==> src/rtl/sipo_load_ctrl.sv <==
// Serial-to-parallel load sequencer for Register A: frames qualified serial bits into a word,
// holds it with a valid flag until acknowledged, and aborts stalled captures on timeout.
module sipo_load_ctrl #(
  parameter int unsigned WIDTH     = 8,
  parameter int unsigned CNT_W     = 4,
  parameter int unsigned LSB_FIRST = 1,
  parameter int unsigned TIMEOUT   = 64
) (
  input  logic             clk,
  input  logic             rst,
  input  logic             start,
  input  logic             sin,
  input  logic             sin_vld,
  input  logic             ack,
  output logic             shift_en,
  output logic             sh_bit,
  output logic [WIDTH-1:0] data,
  output logic             valid,
  output logic             busy,
  output logic [CNT_W-1:0] bit_cnt,
  output logic             timeout_err,
  output logic             overrun
);

  localparam int unsigned TMR_W = $clog2(TIMEOUT + 1);

  localparam logic [1:0] StIdle  = 2'd0;
  localparam logic [1:0] StShift = 2'd1;
  localparam logic [1:0] StHold  = 2'd2;

  logic [1:0]       state_q, state_d;
  logic [CNT_W-1:0] cnt_q, cnt_d;
  logic [TMR_W-1:0] timer_q, timer_d;
  logic [WIDTH-1:0] data_q, data_d;
  logic             valid_q, valid_d;
  logic             terr_q, terr_d;
  logic             ovr_q, ovr_d;
  logic [WIDTH-1:0] data_shifted;

  always_comb begin
    if (LSB_FIRST != 0) begin
      data_shifted = {sin, data_q[WIDTH-1:1]};
    end else begin
      data_shifted = {data_q[WIDTH-2:0], sin};
    end
  end

  always_comb begin
    state_d = state_q;
    cnt_d   = cnt_q;
    timer_d = timer_q;
    data_d  = data_q;
    valid_d = valid_q;
    terr_d  = 1'b0;
    ovr_d   = ovr_q;
    case (state_q)
      StIdle: begin
        if (start) begin
          state_d = StShift;
          cnt_d   = '0;
          timer_d = '0;
          data_d  = '0;
          ovr_d   = 1'b0;
        end
      end
      StShift: begin
        if (sin_vld) begin
          data_d  = data_shifted;
          timer_d = '0;
          if (cnt_q >= CNT_W'(WIDTH - 1)) begin
            state_d = StHold;
            valid_d = 1'b1;
            cnt_d   = CNT_W'(WIDTH);
          end else begin
            cnt_d = cnt_q + 1'b1;
          end
        end else if (timer_q >= TMR_W'(TIMEOUT - 1)) begin
          // Stalled stream: drop the partial word so it is never exposed.
          state_d = StIdle;
          terr_d  = 1'b1;
          data_d  = '0;
          cnt_d   = '0;
          timer_d = '0;
        end else begin
          timer_d = timer_q + 1'b1;
        end
      end
      StHold: begin
        if (sin_vld) begin
          ovr_d = 1'b1;
        end
        if (ack) begin
          state_d = StIdle;
          valid_d = 1'b0;
          cnt_d   = '0;
        end
      end
      default: begin
        state_d = StIdle;
      end
    endcase
  end

  always_ff @(posedge clk or negedge rst) begin
    if (!rst) begin
      state_q <= StIdle;
      cnt_q   <= '0;
      timer_q <= '0;
      data_q  <= '0;
      valid_q <= 1'b0;
      terr_q  <= 1'b0;
      ovr_q   <= 1'b0;
    end else begin
      state_q <= state_d;
      cnt_q   <= cnt_d;
      timer_q <= timer_d;
      data_q  <= data_d;
      valid_q <= valid_d;
      terr_q  <= terr_d;
      ovr_q   <= ovr_d;
    end
  end

  assign shift_en    = (state_q == StShift) && sin_vld;
  assign sh_bit      = sin;
  assign data        = data_q;
  assign valid       = valid_q;
  assign busy        = (state_q == StShift) || (state_q == StHold);
  assign bit_cnt     = cnt_q;
  assign timeout_err = terr_q;
  assign overrun     = ovr_q;

endmodule
==> config.mk <==
export PLATFORM = sky130hd
export DESIGN_NAME = sipo_load_ctrl
export DESIGN_NICKNAME = d
export VERILOG_FILES = /design/src/rtl/sipo_load_ctrl.sv
export SDC_FILE = /design/constraint.sdc
export NUM_CORES = 1
export LEC_CHECK = 0
export CAP_MARGIN = 5
export CORE_MARGIN = 2
export CORE_UTILIZATION = 35
export DETAILED_ROUTE_END_ITERATION = 10
export MAX_ROUTING_LAYER = met4
export PLACE_DENSITY_LB_ADDON = 0.2
export SLEW_MARGIN = 20
export SYNTH_ARGS = -nofsm -noshare
export SYNTH_HDL_FRONTEND = slang
export SYNTH_SLANG_ARGS = --single-unit
==> constraint.sdc <==
create_clock -name clk -period 2 [get_ports clk]
set_input_delay 0.2 -clock clk [delete_from_list [all_inputs] [get_ports clk]]
set_output_delay 0.2 -clock clk [all_outputs]
set_load 0.01 [all_outputs]
Word-level counts from Yosys, hierarchy flattened
Index checks and enable logic that the tools add are counted.

Add/sub/neg operators: 2. $lt $le $gt $ge: 2. Eq/ne operators: 9. Mux-type cells: 30. Reductions and logical operators: 13.

Operators by type and width (count): $mux 8 (3); $mux 7 (3); $mux 4 (5); $pmux 8 s2 (1); $pmux 7 s2 (1); $pmux 4 s3 (1); $reduce_and 4->1 (3); $mux 2 (5); $ne 2x2->1 const B (5); $mux 1 (8); $add 7x1->7 const B (1); $ge 7x6->1 const B (1); $ne 3x3->1 const B (2); $pmux 2 s3 (1); $reduce_and 3->1 (2); $reduce_bool 2->1 (3); $add 4x1->4 const B (1); $ge 4x3->1 const B (1); $pmux 1 s2 (2); $reduce_bool 3->1 (1); $eq 2x1->1 const B (1); $eq 2x2->1 const B (1); $logic_not 2->1 (1); $reduce_and 2->1 (1); 2 further kinds (2).

Bits in registers: 24. Bits of input ports: 6. Output and inout bits: 18. Word-level logic and storage cells: 63.

Depth between registers and ports, before layout
Word-level depth: 4. Mapped depth: 7. Gate-level depth less buffers: 7.

Worst setup path after synthesis
Ideal clock, no wire load.

Path type: reg-to-reg. Start: reg state_q[0]. End: reg state_q[0]. Library setup time: 125 ps. Arrival time: 1441 ps. Required time: 1875 ps. Slack: 434 ps. Cell stages (with the launch flop): 7. Buffers on the path: 0. Clock period less this slack: 1566 ps. Cells stage by stage: dfrtp_1 > inv_1 > ha_1 > nor2b_1 > a21oi_2 > nand3_2 > mux2_4.

Elaborated cells between the ends (all ways): 9. Classes of those cells: 6 x eq/ne; 1 x mux; 2 x reduce/logical.

RTL lines: start, declared (line 31) `logic [1:0] state_q, state_d;`; start signal, assigned (line 106) `state_q <= StIdle;`; start signal, assigned (line 114) `state_q <= state_d;`; $eq 2x2->1, or another cell as far along (line 56) `case (state_q)`; $pmux 2 s3 * (line 56); via state_d[0] (line 31).

Mark *: on every way through the listed nets, which the timed path passes. The rest lies on a longest branch. A chain may end at the register's enable or synchronous reset.

Final worst setup path
Start: reg state_q[0]. End: out busy.

Cells in the longest elaborated chain, start to end: 2. Elaborated cells between the ends (all ways): 3. Classes of those cells: 2 x eq/ne; 1 x reduce/logical.

RTL lines: $eq 2x1->1 / $eq 2x2->1 (equally long branches) (line 128) `assign busy = (state_q == StShift) || (state_q == StHold);`; $logic_or 1x1->1 * (line 128); end, declared (line 19) `output logic busy,`.

Mark *: on every way between the ends. The rest lies on a longest branch, timed or not.

==> out/metrics.cfg <==
[run_status]
run_status = complete, no violations

[synth]
yosysWarnings = 0
postSynthCellCount = 124
synth_nets = 136
synth_common_cells = dfrtp_1, inv_1, o21ai_0
yosysUniqueCellTypes = 32
synth.top_cells.by_area = dfrtp_1, ha_1, o21ai_0, inv_1, nand4_1
synth_top_area_frac = 0.4805
yosysTopAreaCell = dfrtp_1
synthArstFlopShare = 1.000
seq_area_frac_synth = 0.4805
synth.avg_cell_area_um2 = 10.08
synth-edff-count = 0
synth_flop_cell = dfrtp_1
syn_area_mm2 = 0.001250
ys_ff_latch = 24
yosysMostFrequentCell = dfrtp_1

[worst_setup_path]
reg2reg_depth = 6
worstSetupEndpointType = output pin
crit_type = reg -> out
worstPathRequired_ps = 1800
cp_max_fo = 4
cp-start-kind = register
r2r_setup_slack_ps = 220
cp.arrival_ps = 1680
worstReg2RegEnd = state_q[0]
r2r-start = state_q[0]

[power]
ir_worst_vdd_mv = 0.3643
cellPowerDensity_mw_per_mm2 = 1098
p_leak_uw = 0.0007460
power_uw = 1781

[floorplanning]
start_util = 0.3688
io_pins = 24
die_h_um = 63.76
die_area_mm2 = 0.004065
rows = 21
core_area_mm2 = 0.003390
fp.dieW_um = 63.76

[global_route]
grt_pass1_wl_um = 4588
grt_antenna_before_repair = 0
grt_pass1_vias = 1031
grt_max_degree = 25
grtUsageTotal = 0.1458
grt-ovfl-total = 0

[drt]
vias = 982
detail-route-antenna-nets = 0
first_iter_violations = 52
finalWirelength_um = 2518
vias_per_cell = 4.960
wire_per_inst_um = 12.72
drc = 0
firstDrtPassIters = 4

[cts]
ctsResizeCount = 3
cts_made_buffers = 3
post-cts-setup-buffer-count = 0
clkTransAtPathRegs_ps = 140
cts_hold_buf = 0
cts_tree = done
clock-sinks = 24
h-tree-depth = 1
cts-root-buf = clkbuf_4
clock_latency_ps = 320
cts.path.max_buffers = 2

[placement]
place_ws_ps = 244.2
io_buffers = 23
dpl.hpwl_um = 1844
globalplace.congestion = 0.8548

[sta]
tightest_slew_ps = 330.6
finalHoldViolCount = 0
setup_tns_ps = 0
maxSlewHeadroom = 0.7796
min_period_ps = 1882
finalCritPeriodShare = 0.9409
rsz0062_at_grt = no
setup_violations = 0
max_freq_ghz = 0.5314
setup_slack_ps = 118.2
fin_skew_ps = 8.089
finalMaxSlewViolations = 0

[final_layout]
antenna_cells = 0
area_growth_pct = 29.83
drive_gt1_frac = 0.1447
fin_nets = 165
register_area_um2 = 600.6
fillers = 318
final_util = 0.4788
multiInputGateArea_um2 = 574.3

[min_path]
hp-class = in -> async

[run]
cap_violations = 0

## worst max-delay path, stage by stage (launching register included)
cell,delay [ps]
dfrtp_1,460
inv_1,90
ha_1,290
clkdlybuf4s50_1,530
## flip-flops by register name, summed over array words and instances (netlist names)
| signal | count |
|---|---|
| valid | 1 |
| overrun | 1 |
| data | 8 |
| timer_q | 7 |
| state_q | 2 |
| timeout_err | 1 |
| bit_cnt | 4 |
## stage by stage
step / hold WS, ps / cells / cell area (um2)
CTS: 231.3 / 198 / 1620
floorplan: -95.59 / 124 / 1250
detailed placement: 500.6 / 194 / 1555
global route: 230.5 / 198 / 1623
finish: 230.4 / 198 / 1623
global placement: 505.7 / 194 / 1555
## worst max path at each step
stage / start / depth (start not counted) / endpoint / slack (ps)
6_report: state_q[0] / 3 / busy / 120
3_5_place_dp: state_q[1] / 6 / data[6] / 240
2_1_floorplan: state_q[0] / 6 / state_q[0] / 430
4_1_cts: state_q[1] / 5 / shift_en / 50
5_1_grt: state_q[0] / 3 / busy / 30
3_3_place_gp: state_q[1] / 6 / bit_cnt[0] / 260
## layer usage
metal  global-route usage  share of wire  up-vias
met5                    -              0        -
met4              0.05163         0.0052        0
met3              0.03169          0.035        2
met2               0.2316           0.48       18
met1               0.1846           0.48      476
li1                     -              -      486
## power by group
part / internal (uW) / switching (uW)
combinational: 386 / 417
clock: 203 / 151
sequential: 554 / 70.5
## kinds of logic after synthesis
family	synth area share
buffers and inverters	0.07007
adder cells (fa/ha/maj)	0.06006
XOR/XNOR	0.007008
flip-flops	0.4805
multiplexers	0.06006
AND/OR/NAND/NOR	0.1862
AO/OA/AOI/OAI	0.1361
## area by class of cell
class                      count  share of cell area
sequential                    24              0.3701
timing repair buffer          29              0.1712
clock buffer                   3             0.01388
inverter                      16             0.03701
multi-input combinational     79              0.3539
clock inverter                 1             0.01850
tap                           46             0.03547
## layout by cell type (no fill, tap or decap), types with 3 or more instances in the layout
cell	count
mux2_4	3
nor2_1	7
a21oi_1	5
clkbuf_4	3
nand2_1	8
ha_1	5
clkdlybuf4s50_1	22
inv_1	15
o21ai_0	13
dfrtp_1	24
nand4_1	8
mux2i_1	3
buf_4	6
nand3_1	4
Note: power is estimated with default switching activity, not from simulation.
==> RTL edit 1, RTL diff (config.mk and constraints unchanged) <==
Change the parameter `CNT_W` from 4 to 3.
--- a/src/rtl/sipo_load_ctrl.sv
+++ b/src/rtl/sipo_load_ctrl.sv
@@ -2,7 +2,7 @@
 // holds it with a valid flag until acknowledged, and aborts stalled captures on timeout.
 module sipo_load_ctrl #(
   parameter int unsigned WIDTH     = 8,
-  parameter int unsigned CNT_W     = 4,
+  parameter int unsigned CNT_W     = 3,
   parameter int unsigned LSB_FIRST = 1,
   parameter int unsigned TIMEOUT   = 64
 ) (
Ports: changed (resized bit_cnt); port bits go from 24 to 23. No check against the original RTL was run, so the function may have changed too.
==> RTL edit 1 against the original RTL <==
- critical path depth up 2
- sequential cell count down 1
- combinational power up 1%
- area after synthesis down 0.80%
- routed wire length fell by 2.5%
- final area is 3.1% lower
- worst setup slack improved by 0.0025 ns
- power is 7.8% lower
- clock skew rose by 0.0023 ns
- die area is 0.75% lower
==> RTL edit 1: results (changes against the original RTL) <==
{| class="wikitable"
! Metric !! Value
|-
| Run status || finished clean (unchanged)
|-
| Via total after detailed routing || 917 (was 982)
|-
| Worst Hold Margin || 0.215 ns (was 0.230 ns)
|-
| Met2 GRT Util || 22.8% (was 23.2%)
|-
| Placed Instance Area || 1530 um^2 (was 1560 um^2)
|-
| Fmax || 532 MHz (was 531 MHz)
|-
| Final net count || 161 (was 165)
|-
| GPL Wtd Cong || 0.819 (was 0.855)
|-
| Static leakage || 0.699 nW (was 0.746 nW)
|-
| Worst slew pin tran || 0.380 ns (was 0.331 ns)
|-
| Grt met1 use || 18.0% (was 18.5%)
|-
| Maximum clock skew at final layout || 0.0103 ns (was 0.00809 ns)
|-
| Post-cts resize count || 2 (was 3)
|-
| Avg Inst Size Synth || 10.2 um^2 (was 10.1 um^2)
|-
| HPWL after detailed placement || 1.78 mm (was 1.84 mm)
|-
| Synthesized net count || 134 (was 136)
|-
| Buffers added on ports || 22 (was 23)
|-
| Count of routing violations after the opening detailed-route iteration || 17 (was 52)
|-
| Number of flip-flops under the largest register name || 8 (unchanged)
|-
| Total wire length || 2.46 mm (was 2.52 mm)
|-
| Placed Instances || 189 (was 194)
|-
| Worst voltage drop across the vdd grid || 0.549 mV (was 0.364 mV)
|-
| Share of final-layout standard cells stronger than drive strength 1 || 15.0% (was 14.5%)
|-
| Crit Path Max Fanout || 5 (was 4)
|-
| Global-route wire length before repair || 4.40 mm (was 4.59 mm)
|-
| Worst Setup Slack post-DPL || 0.246 ns (was 0.244 ns)
|-
| Vias in the first global route || 963 (was 1031)
|-
| Routed wire length per instance || 12.7 um (about the same)
|-
| Fillcell total || 356 (was 318)
|-
| Sequential area share after synthesis || 46.4% (was 48.0%)
|-
| Met3 capacity usage during global routing || 3.57% (was 3.17%)
|-
| Final core utilization || 46.8% (was 47.9%)
|-
| Clock insertion delay at the later pin of the skew report || 0.32 ns (about the same)
|-
| Distinct cell type count of the synthesized netlist || 33 (was 32)
|-
| Global routing usage summed across all routing layers || 14.0% (was 14.6%)
|-
| Worst R2R Setup Slack || 0.16 ns (was 0.22 ns)
|-
| Most used standard cells in the synthesized netlist || 23 x sky130_fd_sc_hd__dfrtp_1, 15 x sky130_fd_sc_hd__inv_1, 11 x sky130_fd_sc_hd__nand2_1 (was 24 x sky130_fd_sc_hd__dfrtp_1, 16 x sky130_fd_sc_hd__inv_1, 13 x sky130_fd_sc_hd__o21ai_0)
|}
RTL edit 1: cell count changes after synthesis, sizes merged, moves of 2 or more:
cell    unedited run  this run
a21oi              6         3
o21ai             15        12
nand2              8        11
nand3              5         1
buf                5         3
mux2i              3         5
nor3               2         0
clkbuf             0         2
xor2               0         2
RTL edit 1: final timing paths:
path,to
min in group clk,data[7]$_DFFE_PN0P_
setup / recovery,shift_en
hold reg to reg,data[0]$_DFFE_PN0P_
max in group asynchronous,bit_cnt[1]$_DFFE_PN0P_
hold / removal,overrun$_DFFE_PN0P_
setup reg to reg,state_q[0]$_DFFE_PN0P_
RTL edit 1: area by class of cell:
class / instances / share of cell area [%]
multi-input cells: 78 / 37.9
flip-flops and latches: 23 / 36.6
repair buffers: 27 / 16.4
well taps: 46 / 3.66
inverters: 15 / 3.58
clock buffers: 3 / 1.43
clock inverters: 1 / 0.477
RTL edit 1: cell families after synthesis:
logic type                 count (synthesis)  synth area share, %
AOI/OAI and AO/OA                         21                 12.5
and+or+nand+nor                           40                 18.5
adders and majority gates                  7                 7.06
DFF                                       23                 46.4
buffers and inverters                     20                 6.76
xor gates and xnor gates                   2                 1.41
muxes                                      8                 7.37
RTL edit 1: critical path, cell delays in order (launching register included):
cell,delay [ns]
sky130_fd_sc_hd__dfrtp_1,0.43
sky130_fd_sc_hd__inv_2,0.10
sky130_fd_sc_hd__ha_4,0.16
sky130_fd_sc_hd__nand2_2,0.10
sky130_fd_sc_hd__inv_1,0.07
sky130_fd_sc_hd__clkdlybuf4s50_1,0.52
RTL edit 1: layer usage:
layer	share of wire [%]	wire length [um]	up-vias
li1	-	-	462
met1	49	1190	434
met2	46	1140	19
met3	4.2	102	2
met4	0.94	23	0
met5	0	0	-
RTL edit 1: report_power, final:
| group | switching (mW) | leakage, nW | internal, mW |
|---|---|---|---|
| logic | 0.413 | 0.371 | 0.401 |
| registers | 0.0702 | 0.314 | 0.532 |
| clock network | 0.149 | 0.0139 | 0.0763 |
| total | 0.632 | 0.699 | 1.01 |
==> RTL edit 2, RTL diff (same settings) <==
Made on the original files. The output `timeout_err` loses its register stage (`terr_q` becomes a continuous assignment).
--- a/src/rtl/sipo_load_ctrl.sv
+++ b/src/rtl/sipo_load_ctrl.sv
@@ -108,7 +108,6 @@
       timer_q <= '0;
       data_q  <= '0;
       valid_q <= 1'b0;
-      terr_q  <= 1'b0;
       ovr_q   <= 1'b0;
     end else begin
       state_q <= state_d;
@@ -116,10 +115,11 @@
       timer_q <= timer_d;
       data_q  <= data_d;
       valid_q <= valid_d;
-      terr_q  <= terr_d;
       ovr_q   <= ovr_d;
     end
   end
+
+  assign terr_q = terr_d;
 
   assign shift_en    = (state_q == StShift) && sin_vld;
   assign sh_bit      = sin;
Function: no difference found for any inputs over 10 cycles, from zero or initial values and one cycle with rst low; that may be too few to reach the edited logic, so the function may still have changed.
==> RTL edit 2 against the original RTL <==
- final area is 3.0% lower
- synthesized cell count is 0.81% lower
- power is 8.9% lower
- utilization is 0.71 points lower
- clock skew is 0.0087 ns higher
- worst setup slack better by 0.037 ns
- sequential share of layout area is 0.44 points lower
- via count is 0.92% lower
- routed wire length is 0.64% lower
- critical endpoint is now timeout_err
- largest cell class unchanged
- critical path type unchanged
- sequential cell count is 1 lower
- final cell count stayed put
- area after synthesis is 2.0% lower
- non-clock buffer count is 1 higher
==> RTL edit 2: results (changes against the original RTL) <==
{| class="wikitable"
! Metric !! Value
|-
| Sequential area share after synthesis || 47.0% (was 48.0%)
|-
| Adder-Cell Fraction of Synth Area || 6.13% (was 6.01%)
|-
| Synthesized net count || 135 (was 136)
|-
| Post-synthesis compound-gate area fraction || 13.9% (was 13.6%)
|-
| Static leakage || 0.712 nW (was 0.746 nW)
|-
| Met3 capacity usage during global routing || 2.32% (was 3.17%)
|-
| Worst path max stage delay || 0.45 ns (was 0.53 ns)
|-
| Placed Instance Area || 1530 um^2 (was 1560 um^2)
|-
| Total wire length || 2.50 mm (was 2.52 mm)
|-
| Worst slew pin tran || 0.334 ns (was 0.331 ns)
|-
| Maximum clock skew at final layout || 0.0167 ns (was 0.00809 ns)
|-
| Distinct cell type count of the synthesized netlist || 31 (was 32)
|-
| Post-Synth XOR/XNOR Area || 0.715% (was 0.701%)
|-
| Largest net degree at the start of global routing || 24 (was 25)
|-
| GPL Wtd Cong || 0.827 (was 0.855)
|-
| Global routing usage summed across all routing layers || 14.2% (was 14.6%)
|-
| Top delay family on crit path || flip-flops (was buffers and inverters)
|-
| Worst voltage drop across the vdd grid || 0.357 mV (was 0.364 mV)
|-
| Global-route wire length before repair || 4.31 mm (was 4.59 mm)
|-
| Met2 GRT Util || 22.6% (was 23.2%)
|-
| Share of final-layout standard cells stronger than drive strength 1 || 15.8% (was 14.5%)
|-
| Synth top area cells || sky130_fd_sc_hd__dfrtp_1 47%, sky130_fd_sc_hd__ha_1 6.1%, sky130_fd_sc_hd__o21ai_0 5.7% (was sky130_fd_sc_hd__dfrtp_1 48%, sky130_fd_sc_hd__ha_1 6.0%, sky130_fd_sc_hd__o21ai_0 5.2%)
|-
| Grt met1 use || 17.6% (was 18.5%)
|-
| Run status || finished clean (unchanged)
|-
| Vias in the first global route || 977 (was 1031)
|-
| Master of the slowest instance on the critical path || sky130_fd_sc_hd__dfrtp_1 (was sky130_fd_sc_hd__clkdlybuf4s50_1)
|-
| HPWL after detailed placement || 1.84 mm (about the same)
|}
## RTL edit 2: metrics by stage
step / hold WS, ns / power [mW] / util [%] / cells / setup WS [ns]
5_1_grt: 0.217 / 1.75 / 47.2 / 198 / 0.0320
4_1_cts: 0.211 / 1.64 / 47.2 / 198 / 0.146
2_1_floorplan: -0.0956 / 1.11 / - / 123 / 0.433
3_3_place_gp: 0.501 / 1.39 / 45.9 / 193 / 0.217
3_5_place_dp: 0.511 / 1.40 / 45.9 / 193 / 0.186
6_report: 0.203 / 1.62 / 47.2 / 198 / 0.155
## RTL edit 2: cell type report
cell class / count / area (um^2)
Clock inverter: 1 / 7.51
Fill cell: 333 / 1760
Timing Repair Buffer: 30 / 280
Tap cell: 46 / 57.6
Multi-Input combinational cell: 79 / 571
Inverter: 16 / 60.1
Clock buffer: 3 / 22.5
Sequential cell: 23 / 576
## RTL edit 2: power breakdown
group / internal (mW) / total [mW] / switching, mW / leakage (nW)
combinational: 0.379 / 0.796 / 0.418 / 0.385
sequential: 0.534 / 0.599 / 0.0649 / 0.313
clock: 0.0764 / 0.228 / 0.151 / 0.0139
## RTL edit 2: cells by family (layout without fill, tap and decap cells)
kind of cell             count (synthesis)  in the layout
flip-flops                              23             23
AND/OR/NAND/NOR                         39             39
buffers and inverters                   21             50
AO/OA/AOI/OAI                           27             27
XOR/XNOR                                 1              1
multiplexers                             6              6
adder cells (fa/ha/maj)                  6              6
## RTL edit 2: metal layers
layer	up-vias	part of all wire [%]
met5	-	0
met4	0	2.7
met3	7	2.9
met2	24	45
met1	461	49
li1	481	-
## RTL edit 2: final timing paths
kind / startpoint / endpoint / slack (ns) / cells past startpoint
min: rst / timer_q[5]$_DFFE_PN0P_ / 0.20 / 2
max: timer_q[1]$_DFFE_PN0P_ / timeout_err / 0.15 / 6
max reg2reg: state_q[0]$_DFFE_PN0P_ / state_q[0]$_DFFE_PN0P_ / 0.26 / 6
min reg2reg: timer_q[5]$_DFFE_PN0P_ / timer_q[5]$_DFFE_PN0P_ / 0.54 / 2
min in group clk: sin / data[7]$_DFFE_PN0P_ / 0.50 / 3
max in group asynchronous: rst / bit_cnt[3]$_DFFE_PN0P_ / 1.54 / 2
## RTL edit 2: what timing repair did
action / 4_1_cts / 5_1_grt
buffers inserted: 1 / 0
endpoints found under the setup margin: 2 / 0
resized for setup: 5 / 0
